File: src/rtl/mac_seq_ctrl_if.sv
// mac_seq_ctrl_if: job, pair-stream and result ports of the single-lane MAC
// sequencer, bundled so the SRAM-reader side and writeback side see one bus.
//   start/len/busy              : job control (len sampled with start)
//   in_valid/in_ready/a/b       : activation (unsigned) / weight (signed) stream
//   out_valid/out_ready/out     : final psum result
//   beat_cnt                    : pairs accepted so far in the current job
// slave  = controller side, master = requester/consumer side.
interface mac_seq_ctrl_if #(
    parameter int bw      = 4,
    parameter int psum_bw = 16,
    parameter int cnt_bw  = 8
);
    logic               start;
    logic [cnt_bw-1:0]  len;
    logic               busy;
    logic               in_valid;
    logic               in_ready;
    logic [bw-1:0]      a;
    logic [bw-1:0]      b;
    logic               out_valid;
    logic               out_ready;
    logic [psum_bw-1:0] out;
    logic [cnt_bw-1:0]  beat_cnt;

    modport slave (
        input  start, len, in_valid, a, b, out_ready,
        output busy, in_ready, out_valid, out, beat_cnt
    );

    modport master (
        output start, len, in_valid, a, b, out_ready,
        input  busy, in_ready, out_valid, out, beat_cnt
    );
endinterface

File: src/rtl/mac_seq_ctrl.sv
// mac_seq_ctrl: single-lane dot-product sequencer around one MAC
// (unsigned a x signed b + psum). Accepts a job of len pairs, accumulates
// them, and presents the final sum until downstream takes it.
//   clk   : clock, rising edge
//   reset : synchronous active-high reset, priority over everything
//   bus   : mac_seq_ctrl_if slave modport (job, pair stream, result)
module mac_seq_ctrl #(
    parameter int bw      = 4,
    parameter int psum_bw = 16,
    parameter int cnt_bw  = 8
) (
    input  logic                 clk,
    input  logic                 reset,
    mac_seq_ctrl_if.slave        bus
);
    typedef enum logic [1:0] {IDLE, ACC, DONE} state_t;

    state_t             state, state_nxt;
    logic [psum_bw-1:0] acc;
    logic [psum_bw-1:0] out_q;
    logic [cnt_bw-1:0]  beat_cnt_q;
    logic [cnt_bw-1:0]  len_q;
    logic               in_ready_c;
    logic               out_valid_c;

    // a zero-extended, b sign-extended; the product always fits in 2*bw
    // signed bits, so a 2*bw-bit multiply is exact.
    logic        [2*bw-1:0]    a_ext, b_ext;
    logic signed [2*bw-1:0]    prod;
    logic signed [psum_bw-1:0] prod_ext;
    logic        [psum_bw-1:0] sum;
    logic                      beat;
    logic                      last_beat;

    assign a_ext    = {{bw{1'b0}}, bus.a};
    assign b_ext    = {{bw{bus.b[bw-1]}}, bus.b};
    assign prod     = signed'(a_ext * b_ext);
    assign prod_ext = psum_bw'(prod);
    assign sum      = acc + prod_ext;   // wraps modulo 2^psum_bw

    assign beat      = bus.in_valid && (state == ACC);
    assign last_beat = (beat_cnt_q == len_q - cnt_bw'(1));

    always_comb begin
        state_nxt   = state;
        in_ready_c  = 1'b0;
        out_valid_c = 1'b0;
        case (state)
            IDLE: begin
                if (bus.start)
                    state_nxt = (bus.len != '0) ? ACC : DONE;
            end
            ACC: begin
                in_ready_c = 1'b1;
                if (bus.in_valid && last_beat)
                    state_nxt = DONE;
            end
            DONE: begin
                out_valid_c = 1'b1;
                if (bus.out_ready)
                    state_nxt = IDLE;
            end
            default: state_nxt = IDLE;
        endcase
    end

    always_ff @(posedge clk) begin
        if (reset) begin
            state      <= IDLE;
            acc        <= '0;
            out_q      <= '0;
            beat_cnt_q <= '0;
            len_q      <= '0;
        end else begin
            state <= state_nxt;
            case (state)
                IDLE: begin
                    if (bus.start) begin
                        acc        <= '0;
                        beat_cnt_q <= '0;
                        len_q      <= bus.len;
                        // zero-length job skips ACC, so its result is set here
                        if (bus.len == '0)
                            out_q <= '0;
                    end
                end
                ACC: begin
                    if (beat) begin
                        acc        <= sum;
                        beat_cnt_q <= beat_cnt_q + cnt_bw'(1);
                        // capture the sum including the final pair
                        if (last_beat)
                            out_q <= sum;
                    end
                end
                default: ;
            endcase
        end
    end

    assign bus.busy      = (state != IDLE);
    assign bus.in_ready  = in_ready_c;
    assign bus.out_valid = out_valid_c;
    assign bus.out       = out_q;
    assign bus.beat_cnt  = beat_cnt_q;
endmodule

File: src/flat_wrapper.sv
// flat-port wrapper written by rule: the top's interface ports become plain ports
module mac_seq_ctrl_flat 
#(
    parameter int bw      = 4,
    parameter int psum_bw = 16,
    parameter int cnt_bw  = 8
)
  (clk, reset, bus_start, bus_len, bus_in_valid, bus_a, bus_b, bus_out_ready, bus_busy, bus_in_ready, bus_out_valid, bus_out, bus_beat_cnt);
  mac_seq_ctrl_if #(.bw(bw), .psum_bw(psum_bw), .cnt_bw(cnt_bw)) bus_i ();
  input  logic clk;
  input  logic reset;
  input wire logic [$bits(bus_i.start)-1:0] bus_start;
  input wire logic [$bits(bus_i.len)-1:0] bus_len;
  input wire logic [$bits(bus_i.in_valid)-1:0] bus_in_valid;
  input wire logic [$bits(bus_i.a)-1:0] bus_a;
  input wire logic [$bits(bus_i.b)-1:0] bus_b;
  input wire logic [$bits(bus_i.out_ready)-1:0] bus_out_ready;
  output wire logic [$bits(bus_i.busy)-1:0] bus_busy;
  output wire logic [$bits(bus_i.in_ready)-1:0] bus_in_ready;
  output wire logic [$bits(bus_i.out_valid)-1:0] bus_out_valid;
  output wire logic [$bits(bus_i.out)-1:0] bus_out;
  output wire logic [$bits(bus_i.beat_cnt)-1:0] bus_beat_cnt;
  assign bus_i.start = bus_start;
  assign bus_i.len = bus_len;
  assign bus_i.in_valid = bus_in_valid;
  assign bus_i.a = bus_a;
  assign bus_i.b = bus_b;
  assign bus_i.out_ready = bus_out_ready;
  assign bus_busy = bus_i.busy;
  assign bus_in_ready = bus_i.in_ready;
  assign bus_out_valid = bus_i.out_valid;
  assign bus_out = bus_i.out;
  assign bus_beat_cnt = bus_i.beat_cnt;
  mac_seq_ctrl #(.bw(bw), .psum_bw(psum_bw), .cnt_bw(cnt_bw)) u_core (.clk(clk), .reset(reset), .bus(bus_i));
endmodule
File: config.mk
export PLATFORM = sky130hd
export DESIGN_NAME = mac_seq_ctrl_flat
export DESIGN_NICKNAME = d
export VERILOG_FILES = /design/src/rtl/mac_seq_ctrl_if.sv /design/src/rtl/mac_seq_ctrl.sv /design/src/flat_wrapper.sv
export SDC_FILE = /design/constraint.sdc
export NUM_CORES = 1
export LEC_CHECK = 0
export BUFFER_PORTS_ARGS = -buffer_cell sky130_fd_sc_hd__buf_2
export CORE_ASPECT_RATIO = 0.6
export CORE_MARGIN = 4
export CORE_UTILIZATION = 40
export CTS_CLUSTER_SIZE = 24
export DETAILED_ROUTE_END_ITERATION = 12
export GPL_ROUTABILITY_DRIVEN = 0
export GPL_TIMING_DRIVEN = 0
export HOLD_SLACK_MARGIN = 0.02
export PLACE_DENSITY_LB_ADDON = 0.25
export SLEW_MARGIN = 20
export SYNTH_ARGS = -nofsm -noshare
export SYNTH_HDL_FRONTEND = slang
export SYNTH_SLANG_ARGS = --single-unit
File: constraint.sdc
create_clock -name clk -period 10.5 [get_ports clk]
set_clock_uncertainty 0.1 [all_clocks]
set_input_delay 1.05 -clock clk [delete_from_list [all_inputs] [get_ports clk]]
set_output_delay 1.05 -clock clk [all_outputs]
set_load 0.05 [all_outputs]
==> flow_metrics.tcl <==
set metrics [dict create \
    synth_edf_count 0 \
    syn-num-nets 477 \
    ctsHoldBuffers 0 \
    yosysSeqAreaShare 0.285 \
    crit_chain "buf_2, nand2b_1, fa_1, fa_1, fa_1, inv_1, ha_1, fa_1, a21o_1, a21oi_1, xnor2_1, xnor2_1, ha_1, a21o_1, o21bai_1, a211o_1, a31o_2, a211oi_1, a41oi_1, a211oi_1" \
    fillers 874 \
    ir_drop_mv 0.0644 \
    placedCellCount 576 \
    fin_setup_tns_ns 0 \
    grt_max_degree 16 \
    switching_share 0.321 \
    htree_levels 2 \
    worstMarginPinSlew_ns 0.995 \
    syn2layout_area_growth_pct 15.4 \
    rr_startpoint "u_core.acc[0]" \
    drv_slew 0 \
    internal_power_uw 376 \
    synthArstFlopShare 0 \
    p_switching_uw 178 \
    status "finished clean" \
    via_count 3056 \
    fin_nets 531 \
    arrival_ns 6.88 \
    die_h_microns 80.6 \
    crit_path_frequent_cell "fa_1" \
    final_area_sq_um 4050 \
    postSynthAreaPerCell_sq_um 8.42 \
    tritoncts "done" \
    p_leak_nw 1.89 \
    hold_viol 0 \
    cts.sinks 50 \
    antenna_cells 0 \
    drt-total-wl_microns 8610 \
    place.detailed.hpwl_microns 6750 \
    finalCritPeriodShare 0.644 \
    clockPowerShare 0.339 \
    grt-ovfl-total 0 \
    cp.depth 20 \
    drive_gt1_frac 0.163 \
    powerDensity_nw_per_um2 137 \
    r2r-end "u_core.acc[14]" \
    grt_antenna_before_repair 0 \
    hp-start "u_core.acc[0]" \
    p_seq_frac 0.363 \
    wl_per_cell_microns 14.7 \
    core-area_sq_um 8520 \
    crit_path_end "u_core.acc[13]" \
    multiInputGateArea_sq_um 2300 \
    drcViolationCount 0 \
    mostFrequentLayoutCells "nor2_1 (52), dfxtp_1 (50), buf_2 (47), nand2_1 (38)" \
    grt.total_usage 0.171 \
    drt_pass1_iterations 4 \
    fp-row-count 26 \
    seqCellArea_sq_um 1000 \
    synth.cell_area_sq_um 3510 \
    end_kind "register" \
    ant_nets 0 \
    hold_path.class "register to register" \
    dieArea_sq_um 10400 \
    fmax_mhz 148 \
    path_buf_inv 2 \
    synth.distinct_cells 53 \
    r2r_setup_slack_ns 7.43 \
    synth_seq_cells 50 \
    rsz0062_at_grt "false" \
    synthesis.instances 417 \
    min_period_ns 6.76 \
    synth_flop_cell "dfxtp_1" \
    yosys_warnings 0 \
    vias_per_cell 5.23 \
    placed_area_sq_um 3890 \
    crit_family "adder cells" \
    setup_viol 0 \
    final_common_cell "nor2_1" \
    post_cts_buffers 0 \
    port_buffers 47 \
    io_pins 48 \
    cp-start-kind "primary input" \
    die_x_microns 129 \
    cts_resized 0 \
    cts.path.max_buffers 2 \
    max_cap_viol_count 0 \
    start_util 0.412 \
    dp_slack_ns 3.41 \
    cts.clk_slew.worst_paths_ns 0.07 \
    root_buffer "clkbuf_16" \
    cp.required_ns 10.62 \
    drt_iter0_drc 215 \
    combPwrFrac 0.299 \
    grt_pass1_wl_microns 13900 \
    critical_path_class "primary input to register" \
    startpoint "bus_a[0]" \
    max_stage_delay_ns 0.80 \
    critPathMaxFanout 10 \
    slew-limit-headroom 0.332 \
    worst_path_max_delay_cell "xnor2_1" \
    clock_latency_ns 0.30 \
    worst_r2r_path_depth 10 \
    cts_made_buffers 5 \
    grt_pass1_vias 2758 \
    stdcell_count 584 \
    setup_ws_ns 3.74 \
]
synth_stat cells, types with 7 or more instances:
| cell type | n | area share |
|---|---|---|
| a21o_1 | 7 | 0.015 |
| a21oi_1 | 33 | 0.047 |
| and2_1 | 8 | 0.014 |
| clkbuf_1 | 8 | 0.0086 |
| dfxtp_1 | 50 | 0.29 |
| ha_1 | 33 | 0.12 |
| inv_1 | 21 | 0.022 |
| mux2i_1 | 18 | 0.051 |
| nand2_1 | 38 | 0.041 |
| nor2_1 | 52 | 0.056 |
| nor3_1 | 19 | 0.027 |
| o21ai_0 | 15 | 0.021 |
| xnor2_1 | 14 | 0.035 |
| xor2_1 | 13 | 0.032 |
area by class of cell:
cell class / count / area share
multi-input cells: 329 / 0.567
plain buffers: 17 / 0.0327
well taps: 112 / 0.0346
clock buffers: 5 / 0.0309
repair buffers: 47 / 0.0581
clock inverters: 3 / 0.00988
inverters: 21 / 0.0195
flip-flops and latches: 50 / 0.247
per-stage QoR:
| step | utilization | hold WS (ns) | total power, mW |
|---|---|---|---|
| final | 0.475 | 0.364 | 0.554 |
| after floorplan | - | 0.338 | 0.331 |
| after global placement | 0.456 | 0.349 | 0.365 |
| after detailed placement | 0.456 | 0.358 | 0.368 |
| after CTS | 0.475 | 0.367 | 0.558 |
| after global routing | 0.475 | 0.383 | 0.586 |
sequential cells by signal, summed over array words and instances (netlist names):
name and count:
u_core.acc 16, u_core.bus.out 16, u_core.bus.beat_cnt 8, u_core.len_q 8, u_core.state 2
how the worst min path moves through the flow:
stage	to	slack (ns)	cells past startpoint
after CTS	u_core.acc[5]	0.37	2
after detailed placement	u_core.acc[5]	0.36	2
after global placement	u_core.acc[0]	0.35	2
after floorplan	u_core.acc[10]	0.34	2
final	u_core.acc[0]	0.36	2
after global routing	u_core.bus.out[1]	0.38	2
power groups by stage:
stage | Sequential [mW] | Clock (mW) | Combinational, mW
3_3_place_gp | 0.205 | 0 | 0.160
3_5_place_dp | 0.205 | 0 | 0.163
5_1_grt | 0.202 | 0.200 | 0.185
6_report | 0.201 | 0.187 | 0.165
2_1_floorplan | 0.205 | 0 | 0.126
4_1_cts | 0.201 | 0.192 | 0.165
worst reg2reg max path, stage by stage (launching register included):
cell and delay, ns:
dfxtp_1 0.34, ha_1 0.20, inv_1 0.06, fa_1 0.37, nor2b_1 0.27, o31ai_1 0.18
a21boi_0 0.32, nor4_1 0.09, a2111oi_0 0.77, a22oi_1 0.17, nor2_1 0.13
layer usage:
layer  GRT usage  part of all wire  vias to the layer above
met4      0.0377            0.0091                        0
met2       0.244              0.40                       86
li1            -                 -                     1559
met3      0.0346             0.077                        8
met1       0.261              0.52                     1403
met5           0                 0                        -
kinds of logic after synthesis:
family | after synthesis | synth area share
AND/OR/NAND/NOR | 156 | 0.211
multiplexers | 18 | 0.0513
flip-flops | 50 | 0.285
AO/OA/AOI/OAI | 87 | 0.162
adder cells (fa/ha/maj) | 39 | 0.152
buffers and inverters | 38 | 0.0602
XOR/XNOR | 29 | 0.0788
No activity file was read; power rests on OpenSTA's default activity.
